File: src/rtl/calc_pkg.sv
// calc_pkg: shared constants and encodings for the calculator responder.
//   CALC_DATA_W / CALC_RES_W : default operand width and result width (operand + 1)
//   DIV0_RESULT              : result word returned for divide/modulo by zero
//   opcode_e                 : request opcode encoding
//   ST_IDLE / ST_EXEC / ST_RESP : responder FSM state encoding
package calc_pkg;

    localparam int unsigned CALC_DATA_W = 32;
    localparam int unsigned CALC_RES_W  = CALC_DATA_W + 1;

    localparam logic [CALC_RES_W-1:0] DIV0_RESULT = 33'h1_FFFF_FFFF;

    typedef enum logic [2:0] {
        OP_ADD = 3'd0,
        OP_SUB = 3'd1,
        OP_MUL = 3'd2,
        OP_DIV = 3'd3,
        OP_MOD = 3'd4,
        OP_AND = 3'd5,
        OP_OR  = 3'd6,
        OP_XOR = 3'd7
    } opcode_e;

    localparam logic [1:0] ST_IDLE = 2'd0;
    localparam logic [1:0] ST_EXEC = 2'd1;
    localparam logic [1:0] ST_RESP = 2'd2;

endpackage

File: src/rtl/calc_iter_muldiv.sv
// calc_iter_muldiv: iterative unsigned multiplier (shift-add) and restoring divider.
// Both share one 2*DATA_W working register and a 6-bit step counter; one step per cycle,
// ITER_CYCLES steps per operation.
// Ports:
//   clk, reset_high : clock and synchronous active-high reset
//   start           : load operands and begin (single-cycle pulse)
//   is_div          : 1 = divide/modulo, 0 = multiply (sampled with start)
//   a, b            : multiplicand/dividend and multiplier/divisor
//   done            : high in the cycle the final step executes; results valid next cycle
//   product_lo      : low DATA_W+1 bits of the product
//   quotient        : a / b
//   remainder       : a % b
// Results hold their value while idle.
module calc_iter_muldiv #(
    parameter int unsigned DATA_W      = 32,
    parameter int unsigned ITER_CYCLES = 32
) (
    input  logic              clk,
    input  logic              reset_high,
    input  logic              start,
    input  logic              is_div,
    input  logic [DATA_W-1:0] a,
    input  logic [DATA_W-1:0] b,
    output logic              done,
    output logic [DATA_W:0]   product_lo,
    output logic [DATA_W-1:0] quotient,
    output logic [DATA_W-1:0] remainder
);

    localparam logic [5:0] LAST_STEP = 6'(ITER_CYCLES - 1);

    logic [2*DATA_W-1:0] work_q;
    logic [DATA_W-1:0]   operand_q;
    logic [5:0]          step_q;
    logic                busy_q;
    logic                div_q;

    logic [DATA_W:0]     mul_sum;
    logic [2*DATA_W-1:0] mul_next;
    logic [DATA_W:0]     rem_shift;
    logic                rem_ge;
    logic [DATA_W-1:0]   rem_new;
    logic [2*DATA_W-1:0] div_next;

    // Multiply: upper half accumulates, lower half holds the multiplier being shifted out.
    always_comb begin
        mul_sum  = {1'b0, work_q[2*DATA_W-1:DATA_W]};
        if (work_q[0]) begin
            mul_sum = mul_sum + {1'b0, operand_q};
        end
        mul_next = {mul_sum, work_q[DATA_W-1:1]};
    end

    // Divide: upper half is the partial remainder, lower half shifts dividend out and
    // quotient bits in. If the subtract is skipped the shifted remainder is below the
    // divisor, so its top bit is zero and truncation is lossless.
    always_comb begin
        rem_shift = work_q[2*DATA_W-1:DATA_W-1];
        rem_ge    = rem_shift >= {1'b0, operand_q};
        if (rem_ge) begin
            rem_new = DATA_W'(rem_shift - {1'b0, operand_q});
        end else begin
            rem_new = rem_shift[DATA_W-1:0];
        end
        div_next = {rem_new, work_q[DATA_W-2:0], rem_ge};
    end

    assign done = busy_q && (step_q == LAST_STEP);

    always_ff @(posedge clk) begin
        if (reset_high) begin
            work_q    <= '0;
            operand_q <= '0;
            step_q    <= '0;
            busy_q    <= 1'b0;
            div_q     <= 1'b0;
        end else if (start) begin
            work_q    <= {{DATA_W{1'b0}}, a};
            operand_q <= b;
            step_q    <= '0;
            busy_q    <= 1'b1;
            div_q     <= is_div;
        end else if (busy_q) begin
            work_q <= div_q ? div_next : mul_next;
            step_q <= step_q + 6'd1;
            if (done) begin
                busy_q <= 1'b0;
            end
        end
    end

    assign product_lo = work_q[DATA_W:0];
    assign quotient   = work_q[DATA_W-1:0];
    assign remainder  = work_q[2*DATA_W-1:DATA_W];

endmodule

File: src/rtl/calc_seq_responder.sv
// calc_seq_responder: responder end of the calculator request/result protocol.
// Accepts one (A, B, opcode) request per valid/ready handshake, executes it (single-cycle
// ALU ops directly, MUL/DIV/MOD iteratively) and returns a DATA_W+1 bit result plus an
// error flag (divide/modulo by zero) through a valid/ready handshake.
// Optional build macro: CALC_OP_COUNT_EN adds the op_count port (saturating count of
// response handshakes).
// Ports:
//   clk, reset_high      : clock and synchronous active-high reset
//   req_valid, req_ready : request handshake; A, B, opcode sampled on handshake
//   rsp_valid, rsp_ready : response handshake; result and rsp_err held until accepted
//   result, rsp_err      : operation result and divide-by-zero flag
//   op_count             : completed-response counter (CALC_OP_COUNT_EN only)
module calc_seq_responder
    import calc_pkg::*;
#(
    parameter int unsigned DATA_W      = CALC_DATA_W,
    parameter int unsigned ITER_CYCLES = CALC_DATA_W
) (
    input  logic              clk,
    input  logic              reset_high,
    input  logic              req_valid,
    output logic              req_ready,
    input  logic [DATA_W-1:0] A,
    input  logic [DATA_W-1:0] B,
    input  logic [2:0]        opcode,
    output logic              rsp_valid,
    input  logic              rsp_ready,
    output logic [DATA_W:0]   result,
    output logic              rsp_err
`ifdef CALC_OP_COUNT_EN
    ,
    output logic [15:0]       op_count
`endif
);

    logic [1:0]      state_q;
    logic [2:0]      op_q;
    logic [DATA_W:0] result_q;
    logic            err_q;
    logic            use_iter_q;

    logic            req_fire;
    logic            rsp_fire;
    logic            is_iter_op;
    logic            div_by_zero;
    logic            iter_start;
    logic            iter_done;
    logic [DATA_W:0] alu_res;
    logic [DATA_W:0] iter_res;

    logic [DATA_W:0]   product_lo;
    logic [DATA_W-1:0] quotient;
    logic [DATA_W-1:0] remainder;

    assign req_ready = (state_q == ST_IDLE);
    assign rsp_valid = (state_q == ST_RESP);
    assign req_fire  = req_valid && req_ready;
    assign rsp_fire  = rsp_valid && rsp_ready;

    assign is_iter_op  = (opcode == OP_MUL) || (opcode == OP_DIV) || (opcode == OP_MOD);
    assign div_by_zero = ((opcode == OP_DIV) || (opcode == OP_MOD)) && (B == '0);
    assign iter_start  = req_fire && is_iter_op && !div_by_zero;

    always_comb begin
        alu_res = '0;
        case (opcode)
            OP_ADD:  alu_res = {1'b0, A} + {1'b0, B};
            OP_SUB:  alu_res = {1'b0, A} - {1'b0, B};
            OP_AND:  alu_res = {1'b0, A & B};
            OP_OR:   alu_res = {1'b0, A | B};
            OP_XOR:  alu_res = {1'b0, A ^ B};
            default: alu_res = '0;
        endcase
    end

    calc_iter_muldiv #(
        .DATA_W      (DATA_W),
        .ITER_CYCLES (ITER_CYCLES)
    ) u_iter (
        .clk        (clk),
        .reset_high (reset_high),
        .start      (iter_start),
        .is_div     (opcode != OP_MUL),
        .a          (A),
        .b          (B),
        .done       (iter_done),
        .product_lo (product_lo),
        .quotient   (quotient),
        .remainder  (remainder)
    );

    always_comb begin
        iter_res = {1'b0, quotient};
        if (op_q == OP_MUL) begin
            iter_res = product_lo;
        end else if (op_q == OP_MOD) begin
            iter_res = {1'b0, remainder};
        end
    end

    always_ff @(posedge clk) begin
        if (reset_high) begin
            state_q    <= ST_IDLE;
            op_q       <= '0;
            result_q   <= '0;
            err_q      <= 1'b0;
            use_iter_q <= 1'b0;
        end else begin
            case (state_q)
                ST_IDLE: begin
                    if (req_fire) begin
                        op_q       <= opcode;
                        use_iter_q <= 1'b0;
                        err_q      <= div_by_zero;
                        if (div_by_zero) begin
                            result_q <= '1;
                            state_q  <= ST_RESP;
                        end else if (is_iter_op) begin
                            state_q  <= ST_EXEC;
                        end else begin
                            result_q <= alu_res;
                            state_q  <= ST_RESP;
                        end
                    end
                end
                ST_EXEC: begin
                    // The iterator's registers settle on this edge and then hold, so the
                    // result is read straight from them for the whole RESP phase.
                    if (iter_done) begin
                        use_iter_q <= 1'b1;
                        state_q    <= ST_RESP;
                    end
                end
                ST_RESP: begin
                    if (rsp_fire) begin
                        state_q <= ST_IDLE;
                    end
                end
                default: state_q <= ST_IDLE;
            endcase
        end
    end

    assign result  = use_iter_q ? iter_res : result_q;
    assign rsp_err = err_q;

`ifdef CALC_OP_COUNT_EN
    logic [15:0] op_count_q;

    always_ff @(posedge clk) begin
        if (reset_high) begin
            op_count_q <= '0;
        end else if (rsp_fire && (op_count_q != 16'hFFFF)) begin
            op_count_q <= op_count_q + 16'd1;
        end
    end

    assign op_count = op_count_q;
`endif

endmodule

File: config.mk
export PLATFORM = sky130hd
export DESIGN_NAME = calc_seq_responder
export DESIGN_NICKNAME = d
export VERILOG_FILES = /design/src/rtl/calc_pkg.sv /design/src/rtl/calc_iter_muldiv.sv /design/src/rtl/calc_seq_responder.sv
export SDC_FILE = /design/constraint.sdc
export NUM_CORES = 1
export LEC_CHECK = 0
export CAP_MARGIN = 30
export CORE_ASPECT_RATIO = 0.5
export CORE_UTILIZATION = 25
export CTS_CLUSTER_DIAMETER = 30
export CTS_CLUSTER_SIZE = 30
export DETAILED_ROUTE_END_ITERATION = 10
export GPL_TIMING_DRIVEN = 0
export SYNTH_ARGS = -nofsm -noshare
export SYNTH_HDL_FRONTEND = slang
export SYNTH_SLANG_ARGS = --single-unit
File: constraint.sdc
create_clock -name clk -period 4.54 [get_ports clk]
set_input_delay 0.908 -clock clk [delete_from_list [all_inputs] [get_ports clk]]
set_output_delay 0.908 -clock clk [all_outputs]
set_load 0.01 [all_outputs]
==> results.md <==
- DR vias/cell: approximately 5.4
- Cell variety after synth: 75
- Post-detailed-route wirelength per cell: between 15 and 20 um
- Iteration-0 DRC Markers: 1517
- Final wirelength: 56.99 mm
- Critical setup path kind: input port to register
- Placer Congestion: 0.9458
- Antenna-violating nets left: 0
- Global router's overall resource usage: 0.1883
- Area delta synth->final: 21.08%
- Cell with the most instances after synthesis: a21oi_1
- VDD IR max: 311.5 uV
- Cell Count Post-Placement: 2805
- Achievable Freq: about 220 MHz
- Routed via count: 15315
- Synth area leaders: dfxtp_1 20%, ha_1 14%, a21oi_1 7.7%
- Post-Syn Instances: between 1500 and 2000
- Crit start category: input port
- CTS buffer count: 17
- Tightest Pin Transition: between 0.9 and 1 ns
- Final worst slack: 0.09543 ns
- CTS tree: done
- DP Wirelength: 45.54 mm
- Root buffer cell: clkbuf_16
- Worst EP required: 4.85 ns
- Row count: a little over 60
- Number of max-cap violations: 0
- Antenna violations before repair: 1
- Min Clock Period, post-route: between 4 and 5 ns
- Post-synth top flop: dfxtp_1
- Layout cells sized above 1: 0.07432
- Final Hold Viols: 0
- Clk buf depth: 2
- Router iterations before antenna repair: 7
- Number of global-route vias before repair: between 10000 and 15000
- Largest net degree at the start of global routing: 17
- Ports: 107
- Crit. End Element: register
- Max H-tree Level: 4
- DIE WIDTH: 342.1 um
- Crit Path Max Fanout: 10
- Die height: approximately 170 um
- Syn avg cell area: 7.435 um2
- Post-layout util: 0.3109
- Period utilization: 0.9790
- Synthesized area: 14460 um2
- Die area: 58870 um2
- Slew headroom: 0.3658
- HP Class: register to register
- Pwr dens: 294.9 nW/um2
- Post-Layout Cell Count: around 2900
- Top cell types by occurrence after synthesis: 223 x a21oi_1, 217 x nor2_1, 165 x nand2_1, 162 x ha_1, 144 x dfxtp_1
- Seq cells post-synth: 144
- Reg clk slew, reported paths: 0.07 ns
- First-pass GRT wire length: 85.79 mm
- Initial Util: 0.2567
- Pre-CTS setup slack: -1.576 ns
- Register area share after synthesis: 0.1993
- Total Power: 5164 uW
- Final setup violation count: 0
- Clock Latency Late Sink: 0.44 ns
- Filler cells: 6116
- Area leader, netlist: dfxtp_1
- Nets: 2322
- Leak Pwr: 0.006927 uW
- Port buffer count: 104
- Area share of the largest cell type after synthesis: 0.1993
- Syn Nets: 2181
- Core area: 56330 um2
- Post-synth EDFFs: 0
- Total grt overflow: 0
- Slew Limit Fails: 0
- Async SR Flop Fraction: 0
- Yosys warnings: 0
- Worst Skew: 0.01196 ns
- DRC Markers: 0
- Sink Count: 144
- Crit path DAT: 4.75 ns
- Status: completed
## registers in the layout, summed over array words and instances (netlist names)
register / flops
rsp_err: 1
use_iter_q: 1
state_q: 2
op_q: 3
u_iter.work_q: 64
result_q: 33
u_iter.operand_q: 32
u_iter.busy_q: 1
u_iter.step_q: 6
u_iter.div_q: 1
## per-layer routing
| metal | share of wire | routed length [um] | global-route usage | up-vias |
|---|---|---|---|---|
| li1 | - | - | - | 7312 |
| met1 | 0.44 | 25160 | 0.2488 | 7247 |
| met2 | 0.45 | 25870 | 0.3161 | 627 |
| met3 | 0.071 | 4023 | 0.02023 | 129 |
| met4 | 0.034 | 1945 | 0.07046 | 0 |
| met5 | 0 | 0 | 0 | - |
## report_power, final
part	total (uW)	internal, uW	switching (uW)
combinational	2220	873	1350
sequential	1460	1350	105
clock	1480	865	616
total	5160	3090	2070
## metrics by stage
step	area (um2)	TNS, ns	hold slack, ns
after floorplan	14480	0	0.4447
after global placement	16460	-59.82	0.4559
after detailed placement	16460	-60.45	0.4640
after CTS	17280	-0.002359	0.4717
after global routing	17510	-0.06033	0.5046
final	17510	0	0.4727
## layout make-up
cell class / count / area [um2] / share of cell area
inverters: 123 / 461.7 / 0.02637
well taps: 756 / 945.9 / 0.05402
repair buffers: 128 / 1194 / 0.06817
flip-flops and latches: 144 / 2883 / 0.1646
multi-input cells: 1559 / 10930 / 0.6244
clock buffers: 19 / 432.9 / 0.02472
plain buffers: 113 / 495.5 / 0.02830
diodes: 1 / 2.502 / 0.0001429
clock inverters: 13 / 161.4 / 0.009218
## placed cells by master (no fill, tap or decap), types with 29 or more instances in the layout
cell,Yosys,final
a21oi_1,223,219
clkdlybuf4s50_1,0,83
nor3_1,40,39
nand2_1,165,161
xnor2_1,85,85
o22ai_1,34,34
ha_1,162,155
dfxtp_1,144,144
o21ai_0,85,78
inv_1,121,119
xor2_1,29,29
clkbuf_1,103,89
nor2_1,217,213
mux2i_1,107,107
a211oi_1,60,58
## path summary, 6_finish.rpt
kind                           from                 to  slack (ns)  cells past startpoint
hold reg to reg             op_q[0]            op_q[0]        0.47                      2
hold / removal              op_q[0]            op_q[0]        0.47                      2
setup / recovery          opcode[0]       result_q[28]         0.1                     17
setup reg to reg  u_iter.work_q[37]  u_iter.work_q[55]        0.35                     12
## critical path, cell delays in order
cell,delay [ns]
dlygate4sd2_1,0.47
inv_2,0.21
nor2_4,0.19
buf_8,0.12
nor2_1,0.04
xnor2_1,0.12
ha_1,0.31
nor2b_1,0.15
o31a_1,0.35
o21ai_4,0.22
o21bai_2,0.12
a221o_1,0.35
a221o_1,0.41
a31oi_2,0.25
xnor2_1,0.14
a221oi_2,0.30
nor3_1,0.08
## repair_timing
item	4_1_cts	5_1_grt
pin swaps	16	26
endpoints found under the hold margin	0	0
hold buffers	0	0
buffers inserted	9	15
gates resized for setup	67	71
setup endpoints to repair	51	57
## logic make-up (layout without fill, tap and decap cells)
group	count (synthesis)	after routing	share of synthesized area
compound gates	623	623	0.2770
xor+xnor	114	114	0.06904
fa+ha+maj	165	165	0.1443
buf+inv	242	396	0.06446
flops	144	144	0.1993
mux	112	112	0.07795
other cells	0	1	0
simple gates	545	545	0.1678
(Power assumes the default switching activity.)
